File: config.mk
export PLATFORM = sky130hd
export DESIGN_NAME = eth_rx_fcs_strip
export DESIGN_NICKNAME = d
export VERILOG_FILES = /design/src/rtl/eth_stream_pkg.sv /design/src/rtl/eth_fcs_extract.sv /design/src/rtl/eth_rx_fcs_strip.sv
export SDC_FILE = /design/constraint.sdc
export NUM_CORES = 1
export LEC_CHECK = 0
export BUFFER_PORTS_ARGS = -buffer_cell sky130_fd_sc_hd__buf_2
export CORE_MARGIN = 1.5
export CORE_UTILIZATION = 45
export CTS_BUF_LIST = sky130_fd_sc_hd__clkbuf_8
export CTS_CLUSTER_SIZE = 25
export DETAILED_ROUTE_END_ITERATION = 7
export PLACE_DENSITY = 0.61
export SETUP_SLACK_MARGIN = 0.2
export SYNTH_ARGS = -nofsm -noshare
export SYNTH_HDL_FRONTEND = slang
export SYNTH_SLANG_ARGS = --single-unit
export TNS_END_PERCENT = 5
File: constraint.sdc
create_clock -name i_clk -period 2.6 [get_ports i_clk]
set_clock_uncertainty 0.05 [all_clocks]
set_input_delay 0.13 -clock i_clk [delete_from_list [all_inputs] [get_ports i_clk]]
set_output_delay 0.13 -clock i_clk [all_outputs]
set_load 0.01 [all_outputs]
File: src/rtl/eth_stream_pkg.sv
// eth_stream_pkg: shared types and helpers for the eth-stream receive path
package eth_stream_pkg;
   localparam int FCS_BYTES_DEFAULT = 4;
   typedef enum logic [1:0] {IDLE, HOLD, FLUSH} state_t;
   typedef struct packed {
      logic [63:0] data;
      logic [2:0]  keep;
      logic        last;
      logic        abort;
   } eth_beat_t;
   function automatic int keep_to_bytes(input int keep);
      return keep + 1;
   endfunction
   function automatic int bytes_to_keep(input int n);
      return n - 1;
   endfunction
endpackage

File: src/rtl/eth_fcs_extract.sv
// eth_fcs_extract: picks the trailing FCS bytes out of {input beat, held beat}
module eth_fcs_extract
   import eth_stream_pkg::*;
#(
   parameter int BYTES     = 4,
   parameter int FCS_BYTES = FCS_BYTES_DEFAULT,
   parameter int KW        = $clog2(BYTES)
) (
   input  logic [8*BYTES-1:0] i_hold_data,
   input  logic [8*BYTES-1:0] i_data,
   input  logic [KW-1:0]      i_keep,
   output logic [31:0]        o_fcs
);
   localparam logic [31:0] FCS_MASK = 32'((64'd1 << (8 * FCS_BYTES)) - 64'd1);
   // The FCS ends at input byte n-1, so it starts BYTES+n-FCS_BYTES bytes into the pair
   always_comb
      o_fcs = 32'({i_data, i_hold_data} >> (8 * (BYTES + keep_to_bytes(int'(i_keep)) - FCS_BYTES))) & FCS_MASK;
endmodule

File: src/rtl/eth_rx_fcs_strip.sv
// eth_rx_fcs_strip: strips the 4-byte FCS tail from each frame and exports it
module eth_rx_fcs_strip
   import eth_stream_pkg::*;
#(
   parameter  int DATAPATH_WIDTH = 32,
   parameter  int FCS_BYTES      = FCS_BYTES_DEFAULT,
   localparam int BYTES          = DATAPATH_WIDTH / 8,
   localparam int KW             = $clog2(BYTES)
) (
   input  logic                      i_clk,
   input  logic                      i_rst,
   input  logic [DATAPATH_WIDTH-1:0] i_eths_slave_data,
   input  logic [KW-1:0]             i_eths_slave_keep,
   input  logic                      i_eths_slave_valid,
   input  logic                      i_eths_slave_abort,
   input  logic                      i_eths_slave_last,
   output logic [DATAPATH_WIDTH-1:0] o_eths_master_data,
   output logic [KW-1:0]             o_eths_master_keep,
   output logic                      o_eths_master_valid,
   output logic                      o_eths_master_abort,
   output logic                      o_eths_master_last,
   output logic [31:0]               o_fcs,
   output logic                      o_fcs_valid
);
   localparam logic [KW-1:0] KEEP_FULL = KW'(BYTES - 1);
   localparam logic [KW-1:0] KEEP_BASE = KW'(BYTES - FCS_BYTES);

   if ((DATAPATH_WIDTH != 32 && DATAPATH_WIDTH != 64) || FCS_BYTES < 1 || FCS_BYTES > BYTES || FCS_BYTES > 4) begin : g_param_check
      $error("eth_rx_fcs_strip: illegal DATAPATH_WIDTH/FCS_BYTES combination");
   end

   state_t                    state;
   logic [DATAPATH_WIDTH-1:0] hold_data;
   logic [DATAPATH_WIDTH-1:0] tail_data;
   logic [KW-1:0]             tail_keep;
   logic [31:0]               fcs_pend;
   logic [31:0]               fcs_ext;
   int                        in_bytes;
   logic                      runt;

   assign in_bytes = keep_to_bytes(int'(i_eths_slave_keep));
   assign runt     = in_bytes <= FCS_BYTES;

   eth_fcs_extract #(.BYTES(BYTES), .FCS_BYTES(FCS_BYTES), .KW(KW)) u_fcs_extract (
      .i_hold_data (hold_data),
      .i_data      (i_eths_slave_data),
      .i_keep      (i_eths_slave_keep),
      .o_fcs       (fcs_ext)
   );

   // Strip FSM: later assignments override the FLUSH tail emission (abort/runt win the output slot)
   always_ff @(posedge i_clk) begin
      if (i_rst) begin
         state               <= IDLE;
         hold_data           <= '0;
         tail_data           <= '0;
         tail_keep           <= '0;
         fcs_pend            <= '0;
         o_eths_master_data  <= '0;
         o_eths_master_keep  <= '0;
         o_eths_master_valid <= 1'b0;
         o_eths_master_abort <= 1'b0;
         o_eths_master_last  <= 1'b0;
         o_fcs               <= '0;
         o_fcs_valid         <= 1'b0;
      end else begin
         o_eths_master_valid <= 1'b0;
         o_eths_master_abort <= 1'b0;
         o_eths_master_last  <= 1'b0;
         o_fcs_valid         <= 1'b0;
         if (state == FLUSH) begin
            o_eths_master_valid <= 1'b1;
            o_eths_master_data  <= tail_data;
            o_eths_master_keep  <= tail_keep;
            o_eths_master_last  <= 1'b1;
            o_fcs               <= fcs_pend;
            o_fcs_valid         <= 1'b1;
            state               <= IDLE;
         end
         if (i_eths_slave_valid) begin
            if (i_eths_slave_abort) begin
               o_eths_master_valid <= 1'b1;
               o_eths_master_last  <= 1'b1;
               o_eths_master_abort <= 1'b1;
               o_eths_master_keep  <= '0;
               o_fcs_valid         <= 1'b0;
               state               <= IDLE;
            end else if (state == HOLD) begin
               o_eths_master_valid <= 1'b1;
               o_eths_master_data  <= hold_data;
               o_eths_master_keep  <= KEEP_FULL;
               if (!i_eths_slave_last) begin
                  hold_data <= i_eths_slave_data;
               end else if (runt) begin
                  o_eths_master_last <= 1'b1;
                  o_eths_master_keep <= KEEP_BASE + i_eths_slave_keep;
                  o_fcs              <= fcs_ext;
                  o_fcs_valid        <= 1'b1;
                  state              <= IDLE;
               end else begin
                  tail_data <= i_eths_slave_data;
                  tail_keep <= KW'(bytes_to_keep(in_bytes - FCS_BYTES));
                  fcs_pend  <= fcs_ext;
                  state     <= FLUSH;
               end
            end else if (!i_eths_slave_last) begin
               hold_data <= i_eths_slave_data;
               state     <= HOLD;
            end else if (runt) begin
               o_eths_master_valid <= 1'b1;
               o_eths_master_last  <= 1'b1;
               o_eths_master_abort <= 1'b1;
               o_eths_master_keep  <= '0;
               o_fcs_valid         <= 1'b0;
            end else begin
               tail_data <= i_eths_slave_data;
               tail_keep <= KW'(bytes_to_keep(in_bytes - FCS_BYTES));
               fcs_pend  <= fcs_ext;
               state     <= FLUSH;
            end
         end
      end
   end
endmodule
==> flow_summary.ini <==
[status]
status = finished clean

[logic_synthesis]
synth_cell_types = 41
yosysMostFrequentCell = nand2_1
yosysTopAreaCell = dfxtp_1
ys_top_cells_by_count = nand2_1 (260), dfxtp_1 (170), a21oi_1 (118)
synth_warnings = 0
synth_nets = 1043
synth_xor_area_share_pct = 0
synth-edff-count = 0
synth_area_leaders = dfxtp_1 (41%), nand2_1 (12%), a21oi_1 (7.1%)
yosys-mux-area-fraction_pct = 11.6
synth_top_area_share_pct = 40.9
yosysSeqAreaShare_pct = 40.9
synth_compound_area_share_pct = 21.2
synth_adder_area_share_pct = 0.301
synth.ff_latch_count = 170
avgSynthCellArea_sq_um = 8.30
syn_area_sq_um = 8310
synthArstFlopShare_pct = 0
syn_inst = 1002
synth_ff_type = dfxtp_1
synthSimpleGateAreaFrac_pct = 20.3
synth_top_family_by_area = compound AO/OA/AOI/OAI gates

[final_layout]
n_antenna_cell = 0
syn2layout_area_growth_pct = 17.2
nets = 1141
utilization_pct = 54.1
drive_gt1_share_pct = 20.4

[clock_tree]
clk_pin_slew_ps = 100
cts_buffers = 17
root_buffer = clkbuf_8
cts.sinks = 170
cts.htree.levels = 4
post_cts_buffers = 0
cts_tree = done
cts_hold_buf = 36
clk_latency_ps = 480
clock_tree.buffer_depth = 2
cts_resized = 0

[setup_path]
crit_required_ps = 2890
path_class = input pin to flip-flop
arrival_ps = 2420
path_max_fanout = 51
cp-end-kind = flip-flop
start_kind = input pin

[floorplan]
die-area_sq_um = 19300
dieWidth_microns = 139
initial_core_util_pct = 46.1
coreArea_sq_um = 18000
die_y_microns = 139
io_pins = 109
num_rows = 49

[detailed_routing]
first_iter_violations = 740
vias_per_cell = 5.74
first_pass_iters = 7
wl_per_cell_microns = 19.4
vias = 7708
finalWirelength_microns = 26100
ant_nets = 0
drc_errors = 0

[worst_hold_path]
hold_class = input pin to flip-flop

[pwr]
p_leak_nw = 3.65
vdd_drop_max_mv = 0.360
power_density_nw_per_um2 = 546

[place]
dp_hpwl_microns = 17300
gp_congestion = 0.909
port_buffers = 108

[sta]
finalSetupTns_ps = 0
min_period_ps = 2130
period_share_pct = 81.9
rsz0062_at_grt = false
maxSlewHeadroom_pct = 52.0
maxSlewViolCount = 0
clock.fmax_mhz = 470
setup_viol = 0
worstMarginPinSlew_ps = 720
final_hold_viol_count = 0

[global_routing]
grt_max_degree = 93
grt-ovfl-total = 0
grt_pass1_vias = 7085
grt_pass1_wl_microns = 40800
globalRouteTotalUtil_pct = 26.9
antenna_found_initial = 1

[flow_run]
cap_violations = 0
-- state kept, by name (all words and copies together), names as in the netlist --
name	cells
o_eths_master_keep	2
hold_data	32
tail_keep	2
o_eths_master_valid	1
o_eths_master_abort	1
o_eths_master_last	1
fcs_pend	32
state	2
o_fcs	32
o_fcs_valid	1
o_eths_master_data	32
tail_data	32
-- layout by cell type (no fill, tap or decap), types with 2 or more instances in the layout --
cell           count
a211oi_1          18
a21oi_1          118
a221o_1            8
a221oi_1          10
a22oi_1            9
a2bb2oi_1          7
a311oi_1          33
a311oi_2          15
a31o_1            16
a31oi_1            2
buf_12             4
buf_2            107
buf_4             25
bufinv_16          2
clkbuf_8          17
clkinvlp_4         3
dfxtp_1          170
dlygate4sd3_1     36
inv_1              3
inv_6              6
mux2_1             4
mux2_2            28
mux2i_1           42
mux4_2             8
nand2_1          260
nand2b_1           8
nand3b_1           9
nor2_1            72
nor2b_1           13
nor3_1            17
nor3b_1            7
o21ai_1           10
o21bai_1           2
or2_1              7
-- report_power, final --
group / leakage, nW / switching [mW] / internal (mW) / total, mW
Combinational: 2.07 / 0.410 / 0.281 / 0.691
Sequential: 1.37 / 0.0407 / 2.65 / 2.69
Clock: 0.198 / 1.06 / 0.873 / 1.94
Total: 3.65 / 1.51 / 3.80 / 5.32
-- worst max-delay path, cell delays in order --
cell and delay (ps):
dlygate4sd3_1 520, buf_2 140, ha_2 210, buf_12 310, mux4_2 550, nor2b_1 170, a211oi_1 300, a311oi_2 70
-- logic make-up (layout without fill, tap and decap cells) --
group / after synthesis / after routing
and+or+nand+nor: 402 / 402
muxes: 82 / 82
adders and majority gates: 2 / 2
buffers and inverters: 96 / 207
DFF: 170 / 170
AOI/OAI and AO/OA: 250 / 250
-- worst paths after layout --
| path | start | to | slack, ps | cells past startpoint |
|---|---|---|---|---|
| worst max register to register | state[0]$_SDFF_PP0_ | o_fcs[22]$_SDFF_PP0_ | 520 | 5 |
| worst min register to register | tail_data[14]$_SDFFE_PP0P_ | tail_data[14]$_SDFFE_PP0P_ | 410 | 2 |
| worst min-delay path | i_rst | state[0]$_SDFF_PP0_ | 40 | 2 |
| worst max-delay path | i_eths_slave_keep[1] | o_fcs[22]$_SDFF_PP0_ | 470 | 8 |
-- final cells by class --
| type | instances | area (sq um) |
|---|---|---|
| fill | 1751 | 8280 |
| multi-input combinational | 736 | 4480 |
| sequential | 170 | 3400 |
| timing repair buffer | 172 | 1160 |
| tap | 229 | 287 |
| clock buffer | 17 | 234 |
| clock inverter | 15 | 164 |
| inverter | 3 | 11.3 |
-- layer usage --
layer  global-route usage, %  vias to the layer above  part of all wire [%]  wire [microns]
met5                       0                        -                 0.050              13
met2                    42.0                      250                    47           12200
met1                    38.0                     3702                    46           12000
met3                    4.39                       33                   5.1            1330
li1                        -                     3721                     -               -
met4                    8.66                        2                   2.2             566
-- per-stage QoR --
step / total power, mW / std cells / instance area (sq um) / hold WS (ps) / setup slack (ps)
CTS: 5.34 / 1342 / 9740 / 11.8 / 489
finish: 5.32 / 1342 / 9740 / 35.3 / 471
global route: 5.50 / 1342 / 9740 / 40.1 / 352
detailed placement: 3.39 / 1274 / 8980 / 387 / 347
global placement: 3.39 / 1274 / 8980 / 383 / 407
floorplan: 3.15 / 1002 / 8310 / 216 / 875
No activity file was read; power rests on OpenSTA's default activity.
